===== src/rtl/alu_issue.sv =====
// alu_issue: two-entry issue buffer between decode and the ALU.
// A main entry drives the ALU-side outputs and a skid entry absorbs one extra
// instruction under backpressure. Register operands are resolved from the
// writeback bus at capture and refreshed from it every cycle while held.
module alu_issue #(
    parameter int XLEN = 64,
    parameter int AOPW = 4
) (
    input  logic            clk,
    input  logic            rst,
    input  logic            in_valid,
    output logic            in_ready,
    input  logic [AOPW-1:0] in_op,
    input  logic [4:0]      in_rd,
    input  logic            in_rd_wen,
    input  logic [4:0]      in_rs1_idx,
    input  logic [4:0]      in_rs2_idx,
    input  logic [XLEN-1:0] in_rs1_data,
    input  logic [XLEN-1:0] in_rs2_data,
    input  logic [XLEN-1:0] in_imm,
    input  logic [XLEN-1:0] in_pc,
    input  logic            in_use_imm,
    input  logic            in_use_pc,
    input  logic            wb_wen,
    input  logic [4:0]      wb_rd,
    input  logic [XLEN-1:0] wb_data,
    input  logic            flush,
    output logic            out_valid,
    input  logic            out_ready,
    output logic [XLEN-1:0] operator_1,
    output logic [XLEN-1:0] operator_2,
    output logic [AOPW-1:0] alu_op,
    output logic [4:0]      out_rd,
    output logic            out_rd_wen
);

    typedef enum logic [1:0] {
        EMPTY = 2'd0,
        ONE   = 2'd1,
        FULL  = 2'd2
    } state_t;

    // One held instruction. srcNReg/srcNIdx remember where each operand came
    // from so later writebacks can still refresh it.
    typedef struct packed {
        logic [AOPW-1:0] op;
        logic [4:0]      rd;
        logic            rdWen;
        logic [XLEN-1:0] opnd1;
        logic [XLEN-1:0] opnd2;
        logic            src1Reg;
        logic [4:0]      src1Idx;
        logic            src2Reg;
        logic [4:0]      src2Idx;
    } entry_t;

    state_t state, stateNext;
    entry_t mainEntry, skidEntry;
    entry_t mainNext, skidNext;
    entry_t newEntry, mainByp, skidByp;
    logic   inFire, outFire;

    // x0 is hardwired zero, so a writeback naming it never forwards.
    function automatic logic wbHit(logic isReg, logic [4:0] idx,
                                   logic wen, logic [4:0] rd);
        return isReg && (idx != 5'd0) && wen && (idx == rd);
    endfunction

    function automatic entry_t applyBypass(entry_t e, logic wen,
                                           logic [4:0] rd, logic [XLEN-1:0] data);
        entry_t r;
        r = e;
        if (wbHit(e.src1Reg, e.src1Idx, wen, rd)) r.opnd1 = data;
        if (wbHit(e.src2Reg, e.src2Idx, wen, rd)) r.opnd2 = data;
        return r;
    endfunction

    // Handshakes come from registered state only, so in_ready has no
    // combinational path from any input.
    assign in_ready  = (state != FULL);
    assign out_valid = (state != EMPTY);
    assign inFire    = in_valid && in_ready;
    assign outFire   = out_valid && out_ready;

    assign operator_1 = mainEntry.opnd1;
    assign operator_2 = mainEntry.opnd2;
    assign alu_op     = mainEntry.op;
    assign out_rd     = mainEntry.rd;
    assign out_rd_wen = mainEntry.rdWen;

    // Build the incoming entry: select operand sources and forward writeback.
    always_comb begin
        // NOTE: every always_comb output gets a default first so no path leaves it unassigned (no latch).
        newEntry         = '0;
        newEntry.op      = in_op;
        newEntry.rd      = in_rd;
        newEntry.rdWen   = in_rd_wen;
        newEntry.src1Reg = !in_use_pc;
        newEntry.src1Idx = in_rs1_idx;
        newEntry.src2Reg = !in_use_imm;
        newEntry.src2Idx = in_rs2_idx;
        if (in_use_pc)
            newEntry.opnd1 = in_pc;
        else if (wbHit(1'b1, in_rs1_idx, wb_wen, wb_rd))
            newEntry.opnd1 = wb_data;
        else
            newEntry.opnd1 = in_rs1_data;
        if (in_use_imm)
            newEntry.opnd2 = in_imm;
        else if (wbHit(1'b1, in_rs2_idx, wb_wen, wb_rd))
            newEntry.opnd2 = wb_data;
        else
            newEntry.opnd2 = in_rs2_data;
        mainByp = applyBypass(mainEntry, wb_wen, wb_rd, wb_data);
        skidByp = applyBypass(skidEntry, wb_wen, wb_rd, wb_data);
    end

    // Next state and entry movement; held entries keep their bypassed values.
    always_comb begin
        stateNext = state;
        mainNext  = mainByp;
        skidNext  = skidByp;
        if (flush) begin
            stateNext = EMPTY;
        end else begin
            unique case (state)
                EMPTY: begin
                    if (inFire) begin
                        stateNext = ONE;
                        mainNext  = newEntry;
                    end
                end
                ONE: begin
                    if (inFire && outFire) begin
                        mainNext = newEntry;
                    end else if (inFire) begin
                        stateNext = FULL;
                        skidNext  = newEntry;
                    end else if (outFire) begin
                        stateNext = EMPTY;
                    end
                end
                FULL: begin
                    if (outFire) begin
                        stateNext = ONE;
                        mainNext  = skidByp;
                    end
                end
                default: stateNext = EMPTY;
            endcase
        end
    end

    // State and entry registers; reset clears outputs without waiting for a clock.
    always_ff @(posedge clk or posedge rst) begin
        // NOTE: both entries are reset because the main entry drives the outputs, which must read zero in reset.
        if (rst) begin
            state     <= EMPTY;
            mainEntry <= '0;
            skidEntry <= '0;
        end else begin
            // NOTE: non-blocking assignments so every register samples pre-edge values.
            state     <= stateNext;
            mainEntry <= mainNext;
            skidEntry <= skidNext;
        end
    end

endmodule


===== config.mk =====
export PLATFORM = sky130hd
export DESIGN_NAME = alu_issue
export DESIGN_NICKNAME = d
export VERILOG_FILES = /design/src/rtl/alu_issue.sv
export SDC_FILE = /design/constraint.sdc
export NUM_CORES = 1
export LEC_CHECK = 0
export CAP_MARGIN = 20
export CORE_MARGIN = 2
export CORE_UTILIZATION = 35
export CTS_BUF_LIST = sky130_fd_sc_hd__clkbuf_2
export DETAILED_ROUTE_END_ITERATION = 6
export PLACE_DENSITY = 0.65
export SYNTH_ARGS = -nofsm -noshare
export SYNTH_HDL_FRONTEND = slang
export SYNTH_SLANG_ARGS = --single-unit

===== constraint.sdc =====
create_clock -name clk -period 27.2 [get_ports clk]
set_input_delay 5.44 -clock clk [delete_from_list [all_inputs] [get_ports clk]]
set_output_delay 5.44 -clock clk [all_outputs]
set_load 0.05 [all_outputs]

==> results.md, run 1 <==
- Die area: 62220 sq um
- # setup viols final: 0
- Clock root buffer: clkbuf_2
- Placed instance area: 26230 sq um
- Starting Density: around 36%
- Tightest Pin Transition: approximately 1.1 ns
- Site row count: ~90
- Top area cells in the synthesized netlist: dfrtp_1, mux2_2, mux2i_1, a221o_1, o311a_1
- Avg Vias per Cell: between 5 and 6
- Adder-cell share of the synthesized area: 0%
- # IOs: between 400 and 500
- Setup slack, reg-to-reg: 23.48 ns
- Crit path DAT: roughly 9 ns
- Total CTS buffers: between 80 and 90
- Clk pin slew, worst setup/hold paths: 0.09 ns
- Synthesized area per cell: 10.04 sq um
- Crit Path Max Fanout: 76
- Post-DP HPWL: a little under 50 mm
- Reg2reg path depth: 5
- Gr ovfl total: 0
- Status: finished, final reports clean
- Post-synth EDFFs: 0
- Synth cell types: 46
- Post-CTS Resized: 0
- PortBufs: 492
- Worst Hold Class: register to register
- Post-synthesis sequential area ratio: a little over a third
- Max_slew headroom: 26.15%
- Reg2Reg Capture Point: operator_2[30]$_DFF_PP0_
- Synth Area in Simple Gates: around 16%
- Antenna Violating Nets Remaining: 0
- Per-cell routed wire length: about 24 microns
- Worst-skew pair later-pin latency: between 1 and 1.5 ns
- Core box area: 59240 sq um
- Drt drc: 0
- Clock Tree Buf Depth: 3
- FMAX: 0.1229 GHz
- LEAKAGE: between 10 and 15 nW
- First-pass GRT wire length: roughly 120 mm
- Design Area, Final: ~27000 sq um
- Final Hold Fails: 0
- Yosys top cell area share: between 30% and 40%
- Worst VDD drop: between 0.03 and 0.04 mV
- Largest family of logic cells by synthesized area: multiplexers
- Synthesized flop and latch total: 302
- Count of synthesis-stage warnings from yosys: 0
- Final RePlAce weighted congestion: roughly 0.82
- Count leader, synth: dfrtp_1
- Vias in the first global route: ~20000
- Total track usage: ~25%
- Most frequent cells after synthesis: dfrtp_1, nand2_1, mux2_2, nor2_1, mux2i_1
- Overall die width: roughly 250 microns
- R2R Path Start: state[1]$_DFFE_PP0P_
- Worst Setup Start Kind: input port
- Number of fill cells in the layout: roughly 5600
- Finished Core Util: a little under half
- Initial detailed-routing violation count: about 1400
- Share of cells above drive strength 1: between 15 and 20%
- DR pass1 iterations: 6
- Mapped Cells: 2100
- Synth async-reset ratio: between 90% and 100%
- Worst setup path start: out_ready
- Post-cts hold buffer count: 0
- Syn Nets: approximately 2500
- Crit path max-delay cell type: or2_4
- Max Cap Viol: 0
- Total power: around 1.7 mW
- Pwr per Cell Area: 63.36 nW/um^2
- Largest stage delay on the critical path: about 0.9 ns
- CP Data Required Time: between 20 and 30 ns
- Multiplexer share of the synthesized area: 27.65%
- Clk_skew: roughly 0.11 ns
- H-tree depth: 3
- Worst path cell trace: clkdlybuf4s50_1, and3b_1, a21oi_1, or2_4, buf_4, a221o_1
- Most used DFF post-synth: dfrtp_1
- Nets: roughly 2800
- CTS tree: yes
- Largest net degree at the start of global routing: ~140
- Max Slew Vio Count: 0
- Final hold slack: ~0.48 ns
- Drt total wl: ~79 mm
- DR vias: between 15000 and 20000
- Crit path kind: input port to register
- Xor/xnor share of the synthesized area: less than 1%
- Total negative slack: 0 ns
- Initial antenna violation count: 9
- Die Height: between 200 and 250 microns
- Clk sink count: a little over 300
- Cell taking the most area after synthesis: dfrtp_1
- Critical Path Sink Type: register
- Post-CTS Setup Repair Bufs: 0
- Unrepaired setup endpoints after global routing: no
- Post-Syn Area: roughly 21000 sq um
- Final period utilization: ~30%
- Crit path to: operator_2[30]$_DFF_PP0_
- Compound-Gate Fraction of Synth Area: ~14%
- Final min period: between 8 and 9 ns
- Layout area overhead: 28.37%
## worst min path at each step
stage | slack (ns) | depth (start not counted) | end | from
final | 0.48 | 2 | skidByp[142]$_DFFE_PP0P_ | skidByp[142]$_DFFE_PP0P_
after global placement | 0.46 | 2 | skidByp[140]$_DFFE_PP0P_ | skidByp[140]$_DFFE_PP0P_
after CTS | 0.48 | 2 | skidByp[141]$_DFFE_PP0P_ | skidByp[141]$_DFFE_PP0P_
after detailed placement | 0.46 | 2 | skidByp[142]$_DFFE_PP0P_ | skidByp[142]$_DFFE_PP0P_
after global routing | 0.50 | 2 | skidByp[142]$_DFFE_PP0P_ | skidByp[142]$_DFFE_PP0P_
after floorplan | 0.45 | 2 | skidByp[140]$_DFFE_PP0P_ | skidByp[140]$_DFFE_PP0P_
## registers in the layout, summed over array words and instances (netlist names)
signal,cells
alu_op,4
mainByp,12
operator_1,64
operator_2,64
out_rd,5
out_rd_wen,1
skidByp,22
skidEntry,128
state,2
## logic make-up (layout without fill, tap and decap cells)
group | count (synthesis) | count (layout)
buf+inv | 232 | 676
xor+xnor | 24 | 24
flops | 302 | 302
compound gates | 318 | 318
mux | 513 | 513
other cells | 0 | 6
simple gates | 711 | 711
## layout by cell type (no fill, tap or decap), types with 3 or more instances in the layout
cell             netlist  layout
a21oi_1                5       5
a221o_1              126     126
a22oi_1               20      20
and3_4                 0       3
buf_4                 21      26
clkbuf_2               0     131
clkdlybuf4s50_1        0     490
clkinv_1               0      15
dfrtp_1              302     302
diode_2                0       6
mux2_1                76      76
mux2_2               244     244
mux2_4                59      59
mux2i_1              134     134
nand2_1              284     284
nand2b_1             132     132
nand4_1              127     127
nor2_1               136     135
nor3_1                 5       3
nor3_2                 2       3
nor4_1                 5       5
o21ai_0               26      26
o311a_1              126     126
xnor2_1                8       8
xor2_1                16      16
## cell type report
| class | count | area [sq um] | area share [%] |
|---|---|---|---|
| Tap cell | 773 | 967.2 | 3.573 |
| Clock inverter | 21 | 140.1 | 0.5177 |
| Antenna cell | 6 | 15.01 | 0.05547 |
| Sequential cell | 302 | 7557 | 27.92 |
| Multi-Input combinational cell | 1566 | 12520 | 46.26 |
| Timing Repair Buffer | 521 | 5190 | 19.18 |
| Inverter | 3 | 20.02 | 0.07396 |
| Clock buffer | 131 | 655.6 | 2.422 |
## worst max-delay path: cells and delay by family
kind | cells | cell delay (ns)
AOI/OAI and AO/OA | 2 | 0.72
and+or+nand+nor | 2 | 1.41
buffers and inverters | 2 | 1.37
## metal layers
layer  routed length, microns  global-route usage, %
met1                    32710                  31.35
met2                    38540                  41.40
met3                     5306                  4.798
met4                     2457                  9.329
met5                       27                      0
## per-stage QoR
| step | cells | setup slack (ns) |
|---|---|---|
| after floorplan | 2100 | 13.41 |
| after global placement | 3164 | 18.15 |
| after detailed placement | 3164 | 18.07 |
| after CTS | 3316 | 19.06 |
| after global routing | 3323 | 19.03 |
| final | 3323 | 19.06 |
## where the power goes
group          internal [mW]  switching, mW  total, mW
clock network          0.146          0.211      0.357
logic                  0.337          0.351      0.688
registers              0.584         0.0853      0.670
total                   1.07          0.648       1.72
Note: power is estimated with default switching activity, not from simulation.
==> run 2, diff against run 1 <==
--- a/config.mk
+++ b/config.mk
@@ -10,7 +10,7 @@
 export CORE_UTILIZATION = 35
 export CTS_BUF_LIST = sky130_fd_sc_hd__clkbuf_2
 export DETAILED_ROUTE_END_ITERATION = 6
-export PLACE_DENSITY = 0.65
+export PLACE_DENSITY = 0.68
 export SYNTH_ARGS = -nofsm -noshare
 export SYNTH_HDL_FRONTEND = slang
 export SYNTH_SLANG_ARGS = --single-unit
==> constraint.sdc (replaced) <==
create_clock -name clk -period 6.8 [get_ports clk]
set_input_delay 1.36 -clock clk [delete_from_list [all_inputs] [get_ports clk]]
set_output_delay 1.36 -clock clk [all_outputs]
set_load 0.05 [all_outputs]
==> run 2 against run 1 <==
  * Flip-flop and latch count did not move
  * Sequential power rose to 4.0 times the previous value
  * First-iteration DRC count rose by 1.7%
  * Core utilization rose by 0.055 points
  * Combinational power rose to 4.0 times the previous value
  * Critical path type is now register to output port
  * Largest cell class unchanged
  * Largest power group unchanged
  * Highest routed layer unchanged
==> results.md, run 2 (synthesis results as in run 1) <==
- Biggest register: skidEntry (unchanged)
- Worst path cell trace: or2_2, clkdlybuf4s50_1 (was clkdlybuf4s50_1, and3b_1, a21oi_1, or2_4, buf_4, a221o_1)
- Pwr per Cell Area: 254.7 nW/um^2 (was 63.36 nW/um^2)
- Worst Hold Class: register to register (unchanged)
- Vias in the first global route: 20464 (was 19980)
- # IOs: 493 (unchanged)
- Final hold slack: 0.4822 ns (was 0.4785 ns)
- Die area: 62220 sq um (unchanged)
- Unrepaired setup endpoints after global routing: no (unchanged)
- Clk_skew: 0.08803 ns (was 0.1064 ns)
- Area of the multi-input gates: 12520 sq um (unchanged)
- Core box area: 59240 sq um (unchanged)
- Final Hold Fails: 0 (unchanged)
- Drt drc: 0 (unchanged)
- Met2 wire len: 38.54 mm (about the same)
- Starting Density: 35.59% (unchanged)
- Clk sink count: 302 (unchanged)
- Top Layer Used: met5 (unchanged)
- Max Slew Vio Count: 0 (unchanged)
- Worst VDD drop: 0.1499 mV (was 0.03049 mV)
- Largest net degree at the start of global routing: 166 (was 143)
- Final min period: ~3.9 ns
- Status: finished, final reports clean (unchanged)
- CTS tree: yes (unchanged)
- Crit Path Max Fanout: 7 (was 76)
- Crit path kind: register to output port (was input port to register)
- Avg Vias per Cell: 5.895 (was 5.808)
- Overall die width: 249.4 microns (unchanged)
- Layout area overhead: 28.53% (was 28.37%)
- Die Height: 249.4 microns (unchanged)
- Max_slew headroom: 22.54% (was 26.15%)
- Clock Tree Buf Depth: 3 (unchanged)
- Clock root buffer: clkbuf_2 (unchanged)
- Metal3 WL: 5.377 mm (was 5.306 mm)
- Commonest cells after routing, fill and taps aside: clkdlybuf4s50_1, dfrtp_1, nand2_1, mux2_2, nor2_1 (unchanged)
- CP top delay family: buffers and inverters (was simple AND/OR/NAND/NOR gates)
- Nets: 2835 (unchanged)
- Total track usage: 24.66% (about the same)
- LEAKAGE: 11.12 nW (about the same)
- Final period utilization: 57.99%
- Worst Setup Start Kind: register (was input port)
- Antenna Violating Nets Remaining: 0 (unchanged)
- Per-cell routed wire length: 23.90 microns (was 23.79 microns)
- Post-cts hold buffer count: 0 (unchanged)
- Clk pin slew, worst setup/hold paths: 0.10 ns (was 0.09 ns)
- Crit path DAT: 2.58 ns (was 9.07 ns)
- Site row count: 89 (unchanged)
- Setup WS pre-CTS: 1.920 ns (was 18.07 ns)
- PortBufs: 492 (unchanged)
- # setup viols final: 0 (unchanged)
- Max Cap Viol: 0 (unchanged)
- Number of fill cells in the layout: 5529 (was 5593)
- DR vias: 19584 (was 19299)
- Post-DP HPWL: 48.73 mm (was 48.91 mm)
- Initial detailed-routing violation count: 1473 (was 1449)
- Total CTS buffers: 90 (was 88)
- Total power: 6.901 mW (was 1.715 mW)
- Share of cells above drive strength 1: 19.30% (was 19.42%)
- Worst-skew pair later-pin latency: 1.10 ns (was 1.09 ns)
- Crit path max-delay cell type: clkdlybuf4s50_1 (was or2_4)
- Post-CTS Resized: 0 (unchanged)
- Sequential cell area: 7557 sq um (unchanged)
- Most common cell after layout, fill and taps aside: clkdlybuf4s50_1 (unchanged)
- Critical Path Sink Type: output port (was register)
- CP bufs+invs: 1 (was 2)
- Initial antenna violation count: 5 (was 9)
- H-tree depth: 3 (unchanged)
- FMAX: ~0.25 GHz
- Tightest Pin Transition: 1.162 ns (was 1.108 ns)
- Max FFs per register: 128 (unchanged)
- Finished Core Util: 45.74% (was 45.69%)
- First-pass GRT wire length: 121.5 mm (was 120.9 mm)
- Metal1 wirelength: 32.42 mm (was 32.71 mm)
- Post-CTS Setup Repair Bufs: 0 (unchanged)
- Setup ws final: 2.856 ns (was 19.06 ns)
- Drt total wl: 79.40 mm (was 79.04 mm)
- Largest stage delay on the critical path: 0.71 ns (was 0.88 ns)
- Final RePlAce weighted congestion: 0.8298 (was 0.8179)
- DR pass1 iterations: 6 (unchanged)
- Total negative slack: 0 ns (unchanged)
- CP Data Required Time: 5.44 ns (was 28.13 ns)
- Gr ovfl total: 0 (unchanged)
-- run 2: final timing paths --
check | startpoint | to | slack [ns] | depth (start not counted)
max | state[1]$_DFFE_PP0P_ | out_valid | 2.86 | 2
min | skidByp[141]$_DFFE_PP0P_ | skidByp[141]$_DFFE_PP0P_ | 0.48 | 2
max reg2reg | skidByp[7]$_DFFE_PP0P_ | operator_1[44]$_DFF_PP0_ | 3.62 | 6
min reg2reg | skidByp[141]$_DFFE_PP0P_ | skidByp[141]$_DFFE_PP0P_ | 0.48 | 2
max in group asynchronous | rst | operator_1[42]$_DFF_PP0_ | 4.96 | 3
min in group asynchronous | rst | skidEntry[74]$_DFF_PP0_ | 0.85 | 3
-- run 2: final cells by class --
| class | count | area share [%] |
|---|---|---|
| Sequential cell | 302 | 27.89 |
| Antenna cell | 5 | 0.04617 |
| Clock buffer | 130 | 2.401 |
| Timing Repair Buffer | 519 | 19.25 |
| Multi-Input combinational cell | 1566 | 46.20 |
| Tap cell | 773 | 3.569 |
| Inverter | 3 | 0.06002 |
| Clock inverter | 24 | 0.5772 |
-- run 2: report_power, final --
| group | total, mW | internal, mW | leakage [nW] | switching (mW) |
|---|---|---|---|---|
| sequential | 2.67 | 2.34 | 3.67 | 0.331 |
| combinational | 2.77 | 1.35 | 6.85 | 1.42 |
| clock | 1.46 | 0.586 | 0.609 | 0.874 |
-- run 2: layer usage --
layer / track usage, % / up-vias
li1: - / 8658
met5: 0 / -
met4: 10.96 / 2
met1: 30.65 / 9809
met3: 5.361 / 194
met2: 41.04 / 921
-- run 2: worst register-to-register path: cells and delay by family, from the launching register on --
kind,cells,cell delay (ns)
flops,1,0.44
buf+inv,1,0.58
xor+xnor,1,0.18
simple gates,2,1.38
compound gates,1,0.27
mux,1,0.15
-- run 2: through the flow --
step                std cells  instance area [sq um]
floorplan                2100                  21090
global placement         3163                  26280
detailed placement       3163                  26280
CTS                      3317                  27090
global route             3322                  27100
finish                   3322                  27100
==> run 3, diff against run 2 <==
==> constraint.sdc (replaced) <==
create_clock -name clk -period 3.6 [get_ports clk]
set_input_delay 0.72 -clock clk [delete_from_list [all_inputs] [get_ports clk]]
set_output_delay 0.72 -clock clk [all_outputs]
set_load 0.05 [all_outputs]
==> run 3 against run 2 <==
  * Sequential power increased by 90%
  * Final cell count increased by 1.2%
  * Non-clock buffer count increased by 44
  * Die area unchanged
  * Largest power group unchanged
==> results.md, run 3 (synthesis results as in run 1) <==
- FMAX: 0.3039 GHz
- Top Layer Used: met5 (unchanged)
- Design Area, Final: 27730 sq um (was 27100 sq um)
- First-pass GRT wire length: 123.4 mm (was 121.5 mm)
- Max_slew headroom: 24.10% (was 22.54%)
- Worst VDD drop: 0.2512 mV (was 0.1499 mV)
- Final non-filler cell total: 3361 (was 3322)
- Met2 wire len: 39.31 mm (was 38.54 mm)
- CTS tree: yes (unchanged)
- Clk sink count: 302 (unchanged)
- Clock Tree Buf Depth: 3 (unchanged)
- Core box area: 59240 sq um (unchanged)
- Crit Path Max Fanout: 7 (unchanged)
- Post-CTS Setup Repair Bufs: 0 (unchanged)
- Total track usage: 25.23% (was 24.66%)
- Crit path kind: register to output port (unchanged)
- Gr ovfl total: 0 (unchanged)
- Clock root buffer: clkbuf_2 (unchanged)
- Total negative slack: 0 ns (unchanged)
- Biggest register: skidEntry (unchanged)
- Post-DP HPWL: 51.63 mm (was 48.73 mm)
- Starting Density: 35.59% (unchanged)
- Clk_skew: 0.04572 ns (was 0.08803 ns)
- Largest stage delay on the critical path: 0.71 ns (about the same)
- Final Hold Fails: 0 (unchanged)
- Avg Vias per Cell: 5.874 (was 5.895)
- Antenna Violating Nets Remaining: 0 (unchanged)
- Unrepaired setup endpoints after global routing: no (unchanged)
- DR pass1 iterations: 5 (was 6)
- Max Cap Viol: 0 (unchanged)
- Per-cell routed wire length: 24.12 microns (was 23.90 microns)
- Final hold slack: 0.2112 ns (was 0.4822 ns)
- Initial detailed-routing violation count: 1633 (was 1473)
- Final min period: around 3.3 ns
- Tightest Pin Transition: 1.138 ns (was 1.162 ns)
- Final period utilization: 91.41%
- # setup viols final: 0 (unchanged)
- # IOs: 493 (unchanged)
- Total power: 13.03 mW (was 6.901 mW)
- Max FFs per register: 128 (unchanged)
- Clk pin slew, worst setup/hold paths: 0.10 ns (about the same)
- CP Data Required Time: 2.88 ns (was 5.44 ns)
- Number of fill cells in the layout: 5541 (was 5529)
- Overall die width: 249.4 microns (unchanged)
- Total CTS buffers: 89 (was 90)
- Largest net degree at the start of global routing: 109 (was 166)
- Critical Path Sink Type: output port (unchanged)
- H-tree depth: 3 (unchanged)
- Metal1 wirelength: 32.71 mm (was 32.42 mm)
- DR vias: 19743 (was 19584)
- Metal3 WL: 6.045 mm (was 5.377 mm)
- Layout area overhead: 31.51% (was 28.53%)
- Worst path cell trace: or2_2, clkdlybuf4s50_1 (unchanged)
- Crit path max-delay cell type: clkdlybuf4s50_1 (unchanged)
- Crit path DAT: 2.57 ns (was 2.58 ns)
- Pwr per Cell Area: 470.0 nW/um^2 (was 254.7 nW/um^2)
- Worst Setup Start Kind: register (unchanged)
- Drt total wl: 81.05 mm (was 79.40 mm)
- Worst-skew pair later-pin latency: 1.08 ns (was 1.10 ns)
- Initial antenna violation count: 8 (was 5)
- Die area: 62220 sq um (unchanged)
- Worst Hold Class: input port to register (was register to register)
- Vias in the first global route: 20881 (was 20464)
- Commonest cells after routing, fill and taps aside: clkdlybuf4s50_1, dfrtp_1, nand2_1, mux2_2, nor2_1 (unchanged)
- Drt drc: 0 (unchanged)
- PortBufs: 492 (unchanged)
- Final RePlAce weighted congestion: 0.8457 (was 0.8298)
- Die Height: 249.4 microns (unchanged)
- Status: finished, final reports clean (unchanged)
- Site row count: 89 (unchanged)
- Max Slew Vio Count: 0 (unchanged)
- Placed instance area: 26930 sq um (was 26280 sq um)
- Dpl cells: 3206 (was 3163)
- Nets: 2878 (was 2835)
- LEAKAGE: 11.41 nW (was 11.12 nW)
- Most common cell after layout, fill and taps aside: clkdlybuf4s50_1 (unchanged)
- Share of cells above drive strength 1: 20.47% (was 19.30%)
[run 3: changes by cell type in the layout (fill, tap and decap cells not counted), moves of 2 or more]
cell	before	now
buf_12	7	33
clkinv_1	18	16
clkinvlp_4	2	5
buf_4	20	37
diode_2	5	8
clkinv_4	2	0
clkbuf_2	130	122
[run 3: area by class of cell]
class	count	area, sq um	area share, %
Clock buffer	122	610.6	2.202
Clock inverter	24	158.9	0.5731
Tap cell	773	967.2	3.488
Multi-Input combinational cell	1566	12520	45.16
Timing Repair Buffer	563	5876	21.19
Antenna cell	8	20.02	0.07220
Sequential cell	302	7557	27.26
Inverter	3	16.27	0.05866
[run 3: layer usage]
layer,up-vias,global-route usage [%]
met1,9844,31.07
met5,-,0
li1,8760,-
met2,956,42.39
met3,181,5.423
met4,2,11.24
[run 3: report_power, final]
group	leakage [nW]	switching, mW	internal [mW]
logic	7.18	2.70	2.60
clock network	0.569	1.61	1.05
registers	3.67	0.652	4.42
total	11.4	4.96	8.07
[run 3: critical path, delay by kind of cell, from the launching register on]
kind,cells,cell delay (ns)
buffers and inverters,1,0.71
DFF,1,0.45
and+or+nand+nor,1,0.33
[run 3: stage by stage]
stage / setup slack, ns / utilization (%)
after detailed placement: 0.07942 / 45.45
after global placement: 0.07665 / 45.45
after global routing: 0.1524 / 46.80
after CTS: 0.1542 / 46.77
after floorplan: -1.135 / -
final: 0.3093 / 46.80
[run 3: worst paths after layout]
path                       cells after the start  slack, ns                     start                        to
setup reg to reg                               7       0.93    skidByp[3]$_DFFE_PP0P_   skidEntry[39]$_DFF_PP0_
hold reg to reg                                2       0.49  skidByp[143]$_DFFE_PP0P_  skidByp[143]$_DFFE_PP0P_
min in group asynchronous                      3       0.66                       rst   operator_2[5]$_DFF_PP0_
setup / recovery                               2       0.31      state[1]$_DFFE_PP0P_                 out_valid
max in group asynchronous                      5       2.00                       rst  operator_1[45]$_DFF_PP0_
hold / removal                                 3       0.21                  in_op[1]  skidByp[147]$_DFFE_PP0P_
[run 3: what timing repair did]
item,4_1_cts,5_1_grt
hold buffers,1,0
hold endpoints to repair,16,0
resized for setup,0,0
